### config.mk
export PLATFORM = sky130hd
export DESIGN_NAME = seq_arith_unit
export DESIGN_NICKNAME = d
export VERILOG_FILES = /design/src/rtl/arith_pkg.sv /design/src/rtl/seq_divider.sv /design/src/rtl/seq_arith_unit.sv
export SDC_FILE = /design/constraint.sdc
export NUM_CORES = 1
export LEC_CHECK = 0
export ABC_AREA = 1
export CAP_MARGIN = 25
export CORE_MARGIN = 1.5
export CORE_UTILIZATION = 40
export CTS_CLUSTER_DIAMETER = 60
export DETAILED_ROUTE_END_ITERATION = 8
export PLACE_DENSITY_LB_ADDON = 0.15
export RECOVER_POWER = 50
export SETUP_SLACK_MARGIN = 0.4
export SYNTH_ARGS = -nofsm -noshare
export SYNTH_HDL_FRONTEND = slang
export SYNTH_HIERARCHICAL = 1
export SYNTH_SLANG_ARGS = --single-unit
### constraint.sdc
create_clock -name clk -period 5.9 [get_ports clk]
set_clock_uncertainty 0.15 [all_clocks]
set_input_delay 0.885 -clock clk [delete_from_list [all_inputs] [get_ports clk]]
set_output_delay 0.885 -clock clk [all_outputs]
set_load 0.02 [all_outputs]
### src/rtl/arith_pkg.sv
// Shared opcodes and FSM encoding for the sequential arithmetic unit.
package arith_pkg;

    localparam logic [1:0] OP_ADD = 2'b00;
    localparam logic [1:0] OP_SUB = 2'b01;
    localparam logic [1:0] OP_MUL = 2'b10;
    localparam logic [1:0] OP_DIV = 2'b11;

    typedef enum logic [1:0] {
        IDLE = 2'b00,
        DIV  = 2'b01,
        DONE = 2'b10
    } state_t;

endpackage

### src/rtl/seq_divider.sv
// Iterative restoring divider, one quotient bit per cycle, MSB first.
module seq_divider #(
    parameter int WIDTH = 8
) (
    input  logic             clk,
    input  logic             rst_n,
    input  logic             start,
    input  logic [WIDTH-1:0] a,
    input  logic [WIDTH-1:0] b,
    output logic             busy,
    output logic             done,
    output logic [WIDTH-1:0] quotient,
    output logic [WIDTH-1:0] remainder
);

    localparam int CW = $clog2(WIDTH + 1);

    logic [WIDTH:0]   pr;
    logic [WIDTH-1:0] q;
    logic [WIDTH-1:0] dvs;
    logic [CW-1:0]    cnt;
    logic             run;
    logic [WIDTH+1:0] shifted;
    logic [WIDTH:0]   diff;
    logic             neg;

    assign shifted = {pr, q[WIDTH-1]};
    assign neg     = shifted < {2'b00, dvs};
    assign diff    = shifted[WIDTH:0] - {1'b0, dvs};

    always_ff @(posedge clk or negedge rst_n) begin
        if (!rst_n) begin
            pr  <= '0;
            q   <= '0;
            dvs <= '0;
            cnt <= '0;
            run <= 1'b0;
        end else if (start) begin
            pr  <= '0;
            q   <= a;
            dvs <= b;
            cnt <= CW'(WIDTH - 1);
            run <= 1'b1;
        end else if (run) begin
            // Restore by keeping the shifted value when the trial subtract underflows.
            if (neg) begin
                pr <= shifted[WIDTH:0];
                q  <= {q[WIDTH-2:0], 1'b0};
            end else begin
                pr <= diff;
                q  <= {q[WIDTH-2:0], 1'b1};
            end
            if (cnt == '0) begin
                run <= 1'b0;
            end else begin
                cnt <= cnt - 1'b1;
            end
        end
    end

    assign busy      = run;
    assign done      = run && (cnt == '0);
    assign quotient  = q;
    assign remainder = pr[WIDTH-1:0];

endmodule

### src/rtl/seq_arith_unit.sv
// Registered add/sub/mul/div unit with valid/ready handshake on both sides.
module seq_arith_unit
    import arith_pkg::*;
#(
    parameter int WIDTH = 8
) (
    input  logic               clk,
    input  logic               rst_n,
    input  logic               in_valid,
    output logic               in_ready,
    input  logic [WIDTH-1:0]   a,
    input  logic [WIDTH-1:0]   b,
    input  logic [1:0]         sel,
    output logic               out_valid,
    input  logic               out_ready,
    output logic [2*WIDTH-1:0] result,
    output logic [WIDTH-1:0]   rem,
    output logic               div_by_zero,
    output logic               busy
);

    localparam int RW = 2 * WIDTH;

    state_t           state;
    state_t           next_state;
    logic             accept;
    logic             div_start;
    logic             div_busy;
    logic             div_done;
    logic             load;
    logic [WIDTH-1:0] quo;
    logic [WIDTH-1:0] rmd;
    logic [RW-1:0]    res_n;
    logic [WIDTH-1:0] rem_n;
    logic             dbz_n;

    assign in_ready = (state == IDLE) && (!out_valid || out_ready);
    assign accept   = in_valid && in_ready;
    assign busy     = div_busy;

    seq_divider #(.WIDTH(WIDTH)) u_div (
        .clk       (clk),
        .rst_n     (rst_n),
        .start     (div_start),
        .a         (a),
        .b         (b),
        .busy      (div_busy),
        .done      (div_done),
        .quotient  (quo),
        .remainder (rmd)
    );

    always_comb begin
        next_state = state;
        div_start  = 1'b0;
        load       = 1'b0;
        res_n      = '0;
        rem_n      = '0;
        dbz_n      = 1'b0;
        unique case (state)
            IDLE: begin
                if (accept) begin
                    unique case (sel)
                        OP_ADD: begin
                            load  = 1'b1;
                            res_n = RW'(a) + RW'(b);
                        end
                        OP_SUB: begin
                            load  = 1'b1;
                            res_n = RW'(a) - RW'(b);
                        end
                        OP_MUL: begin
                            load  = 1'b1;
                            res_n = RW'(a) * RW'(b);
                        end
                        OP_DIV: begin
                            if (b == '0) begin
                                load  = 1'b1;
                                res_n = '1;
                                rem_n = a;
                                dbz_n = 1'b1;
                            end else begin
                                div_start  = 1'b1;
                                next_state = DIV;
                            end
                        end
                    endcase
                end
            end
            DIV: begin
                if (div_done) begin
                    next_state = DONE;
                end
            end
            DONE: begin
                load       = 1'b1;
                res_n      = RW'(quo);
                rem_n      = rmd;
                next_state = IDLE;
            end
            default: next_state = IDLE;
        endcase
    end

    always_ff @(posedge clk or negedge rst_n) begin
        if (!rst_n) begin
            state <= IDLE;
        end else begin
            state <= next_state;
        end
    end

    always_ff @(posedge clk or negedge rst_n) begin
        if (!rst_n) begin
            out_valid   <= 1'b0;
            result      <= '0;
            rem         <= '0;
            div_by_zero <= 1'b0;
        end else if (load) begin
            out_valid   <= 1'b1;
            result      <= res_n;
            rem         <= rem_n;
            div_by_zero <= dbz_n;
        end else if (out_ready) begin
            out_valid <= 1'b0;
        end
    end

endmodule
Word level (Yosys, flattened, before mapping)
Index checks and enable logic that the tools add are counted.

word-level totals
  register bits = 58
  latch bits = 0
  RAM bits = 0
  memory bits (read-only) = 0
  output and inout bits = 28
  word-level logic and storage cells = 78
  memories = 0

cells by class
  add/sub/neg operators = 4
  multiply operators = 1
  div/mod/pow operators = 0
  $lt $le $gt $ge = 1
  equality and inequality tests = 10
  shift operators = 0
  muxes and demuxes = 38
  bitwise logic cells = 0
  reductions and logical operators = 14

operators by type and width
  kind                                                             count
  16-bit one-hot mux with 4 select lines                           1
  8-bit two-way mux                                                5
  16-bit two-way mux                                               2
  16-bit one-hot mux with 2 select lines                           1
  9-bit two-way mux                                                3
  8-bit by 8-bit multiplier with 16-bit output                     1
  8-bit one-hot mux with 2 select lines                            1
  1-bit two-way mux                                                15
  4-bit two-way mux                                                3
  10-bit by 8-bit < comparator with 1-bit output                   1
  8-bit by 8-bit adder with 9-bit output                           1
  8-bit by 8-bit subtractor with 9-bit output                      1
  9-bit by 8-bit subtractor with 9-bit output                      1
  8-bit zero test                                                  1
  2-bit two-way mux                                                4
  2-bit inequality test, second input constant                     4
  2-bit == test, second input constant                             3
  2-bit by 1-bit == test with 1-bit output, second input constant  2
  2-bit zero test                                                  2
  4-bit zero test                                                  1
  1-bit one-hot mux with 2 select lines                            2
  2-bit one-hot mux with 2 select lines                            1
  4-bit AND reduction                                              1
  2-bit nonzero test                                               2
  7 further kinds                                                  9

Logic depth before layout (Yosys ltp)
  word-level depth = 8
  gate-level depth with buffers = 23
  gate-level depth less buffers = 22

Hierarchy
The synthesis kept the hierarchy.

modules (own cells, without submodules)
  module          times used  cells each  area each (um2)  sequential area each (um2)
  seq_arith_unit  1           715         4653.2           700.7
  seq_divider     1           251         1861.8           750.7

Worst setup path before layout
No wires, ideal clock.

  path type = input-to-reg
  from = input port a[0]
  to = register result[10]
  setup time = 117 ps
  data arrival time = 4338 ps
  slack = 1295 ps
  stages = 20
  path through = clkbuf_1 -> nand2_1 -> fa_1 -> fa_1 -> inv_1 -> fa_1 -> inv_1 -> fa_1 -> inv_1 -> ha_1 -> nand2_1 -> nand2_1 -> nand2_1 -> nand2_1 -> inv_1 -> nand2_1 -> o21ai_0 -> nand2_1 -> nand2_1 -> nand2_1

between the ends
  cells in the longest elaborated chain, start to end = 4
  elaborated cells between the ends (all ways) = 5
  those cells by class = add/sub: 1; mul: 1; mux: 3

RTL lines
  what                                                                                                                RTL line                                    RTL
  start, declared                                                                                                     seq_arith_unit.sv:11                        input logic [WIDTH-1:0] a,
  8-bit by 8-bit multiplier with 16-bit output / 8-bit by 8-bit subtractor with 9-bit output (equally long branches)  seq_arith_unit.sv:74, seq_arith_unit.sv:70
  16-bit one-hot mux with 4 select lines (*)                                                                          seq_arith_unit.sv:63                        unique case (sel)
  16-bit two-way mux (*)                                                                                              seq_arith_unit.sv:62                        if (accept) begin
  16-bit one-hot mux with 2 select lines (*)                                                                          seq_arith_unit.sv:60                        unique case (state)
  end signal, assigned                                                                                                seq_arith_unit.sv:121                       result <= res_n;
  end, declared                                                                                                       seq_arith_unit.sv:16                        output logic [2*WIDTH-1:0] result,

Every way passes the cells marked *; elsewhere a longest branch is shown, timed or not.
A chain may end at the register's enable or synchronous reset.

Worst setup path after layout
  from = input port a[3]
  to = register result[15]

Same word-level chain as after synthesis.

==> results.py <==
metrics = {
    "sta": {
        "slew_viol_final": 59,
        "hold_viol": 0,
        "fin_ws_ps": 711.3,
        "setup-violations-final": 0,
        "hold_slack_ps": 312.0,
        "relSlewSlack": -1.081,
        "tightest_slew_ps": 3121,
        "fmax_mhz": 192.7,
        "min_period_ps": 5189,
        "finalSetupTns_ps": 0,
        "rsz0062_at_grt": "false",
        "period_share": 0.8794,
    },
    "route": {
        "post_drt_wl_per_cell_um": 14.49,
        "wirelength_mm": 17.65,
        "dr_total_vias": 5938,
        "vias_per_cell": 4.875,
        "first_pass_iters": 5,
        "drc_errors": 0,
        "antenna_left": 0,
        "dr.first_iter.drc_count": 392,
    },
    "die": {
        "die-area_mm2": 0.01706,
        "start_util": 0.4101,
        "fp.dieW_um": 130.6,
        "rows": 46,
        "core_area_mm2": 0.01589,
        "io_pins": 50,
        "die_y_um": 130.6,
    },
    "global_routing": {
        "antenna_found_initial": 0,
        "grt_max_degree": 59,
        "track_usage": 0.2227,
        "overflow": 0,
        "grt_pass1_wl_mm": 29.06,
        "grt_pass1_vias": 5540,
    },
    "pwr": {
        "p_total_w": 0.003197,
        "vdd_drop_max_mv": 0.2621,
        "p_per_area_mw_per_mm2": 427.1,
        "power_leakage_nw": 4.367,
    },
    "critical_path": {
        "r2r-end": "u_div/quotient[2]",
        "critical_path.max_stage_delay_ps": 840,
        "reg2reg_depth": 9,
        "endpoint_kind": "register",
        "worstPathRequired_ps": 5970,
        "cp-start-kind": "input port",
        "r2r_setup_slack_ps": 3380,
        "worstSetupPathType": "input port to register",
        "cp_max_fo": 11,
        "cpMaxStageDelayCell": "clkdlybuf4s50_1",
        "crit_chain": "clkdlybuf4s50_1, nand2_1, fa_1, fa_1, inv_1, fa_1, inv_1, fa_1, inv_1, ha_1, nand2_1, nor2_1, nand3_1, nand3_1, nand2_1, nand3_1, nand2_1, nand2_1, nand2_1",
        "worstReg2RegStart": "out_valid",
        "cp.arrival_ps": 5260,
        "cpMostUsedCell": "nand2_1",
    },
    "hold_path": {
        "hold_path_class": "register to register",
        "hold_depth": 2,
        "hold_path_end": "div_by_zero",
        "min_from": "div_by_zero",
    },
    "layout": {
        "multi_input_area_mm2": 0.004044,
        "fin_nets": 1119,
        "syn_to_final_growth_pct": 14.90,
        "seqCellArea_mm2": 0.001451,
        "fin_util": 0.4713,
        "layout_common_cells": "nand2_1, inv_1, nand3_1, ha_1, dfrtp_1",
        "final_common_cell": "nand2_1",
        "antennaDiodeCount": 0,
        "post_route_cells_drive_above_1_share": 0.05888,
        "fill_cells": 1664,
    },
    "run": {
        "max-cap-violations": 1,
    },
    "logic_synthesis": {
        "synthesis.nets": 1088,
        "async_flop_share": 1.000,
        "ys_ff_latch": 58,
        "syn_area_per_cell_um2": 6.744,
        "ys_seq_area_frac": 0.2228,
        "syn-instance-count": 966,
        "ys_warn_count": 6,
        "synthFlopType": "dfrtp_1",
        "yosysTopAreaCellShare": 0.2228,
        "synth_edf_count": 0,
        "synth_top_cell_by_area": "dfrtp_1",
        "ys_types": 39,
        "netlist_area_mm2": 0.006515,
        "synth.area.top_cells": "dfrtp_1, nand2_1, fa_1",
    },
    "clock_tree": {
        "ctsHtreeMaxLevel": 3,
        "cts.sinks": 58,
        "cts_tree": "built",
        "clock_latency_ps": 340,
        "root_buffer": "clkbuf_16",
        "post_cts.repair.setup_buffers": 0,
        "ctsLongestPathBuffers": 2,
        "cts_resized": 0,
        "hold_buffers": 0,
        "clkTransAtPathRegs_ps": 50,
        "cts_buffers": 9,
    },
    "placement": {
        "io_buffers": 49,
        "place.gp.congestion": 0.9229,
        "pre_cts_slack_ps": 360.6,
        "dp_hpwl_mm": 13.98,
    },
    "status": {
        "status": "finished with violations",
        "violations": "capacitance limit, slew limit",
    },
}
==> kinds of logic after synthesis <==
group | count (synthesis) | share of synthesized area
DFF | 58 | 0.2228
adders and majority gates | 100 | 0.2370
and+or+nand+nor | 489 | 0.3209
AOI/OAI and AO/OA | 61 | 0.05531
buffers and inverters | 253 | 0.1573
xor gates and xnor gates | 5 | 0.006721
==> Yosys cell counts (3+ instances only) <==
| cell | instances |
|---|---|
| o211ai_1 | 7 |
| dfrtp_1 | 58 |
| fa_1 | 39 |
| nand3b_1 | 3 |
| clkbuf_1 | 10 |
| nand2_1 | 323 |
| o21ai_1 | 7 |
| xor2_1 | 4 |
| nand4_1 | 21 |
| nor3_1 | 5 |
| inv_2 | 11 |
| buf_4 | 9 |
| buf_2 | 18 |
| nor2_1 | 42 |
| nand2_2 | 3 |
| a21oi_1 | 19 |
| o21ai_0 | 18 |
| nand3_1 | 79 |
| nor2_2 | 5 |
| ha_1 | 61 |
| inv_1 | 200 |
==> flip-flops by register name, summed over array words and instances, names as in the netlist <==
name,count
out_valid,1
div_by_zero,1
rem,8
u_div/cnt,4
u_div/quotient,8
u_div/pr,9
result,16
state,2
u_div/dvs,8
u_div/busy,1
==> power breakdown <==
group	internal, W	switching [W]
Clock	0.000434	0.000188
Sequential	0.000575	0.000113
Combinational	0.000698	0.00119
Total	0.00171	0.00149
==> per-stage QoR <==
stage,std cells,instance area (µm²)
after floorplan,966,6515
after global placement,1202,7137
after detailed placement,1202,7137
after CTS,1218,7490
after global routing,1218,7486
final,1218,7486
==> worst max path at each step <==
stage,startpoint,endpoint,slack (ps)
2_1_floorplan,a[0],result[10],1300
3_5_place_dp,b[4],result[15],360
5_1_grt,b[4],result[13],430
4_1_cts,b[4],result[15],700
3_3_place_gp,b[4],result[12],370
6_report,a[3],result[15],710
==> area by class of cell <==
cell class,count,share of cell area
clock buffers,11,0.03376
repair buffers,60,0.07538
well taps,216,0.03610
inverters,213,0.1073
multi-input cells,655,0.5402
flip-flops and latches,58,0.1939
clock inverters,5,0.01337
==> critical path: cells and delay by family <==
family                     cells  cell delay, ps
buffers and inverters          4             980
and+or+nand+nor               10             980
adders and majority gates      5            2400
==> metal layers <==
metal  vias up  share of wire  global-route usage  wire [µm]
li1       3004              -                   -          -
met1      2757           0.50              0.3313       8777
met2       160           0.43              0.3375       7615
met3        17          0.061             0.03990       1075
met4         0          0.010             0.04848        185
met5         -              0                   0          0
No activity file was read; power rests on OpenSTA's default activity.
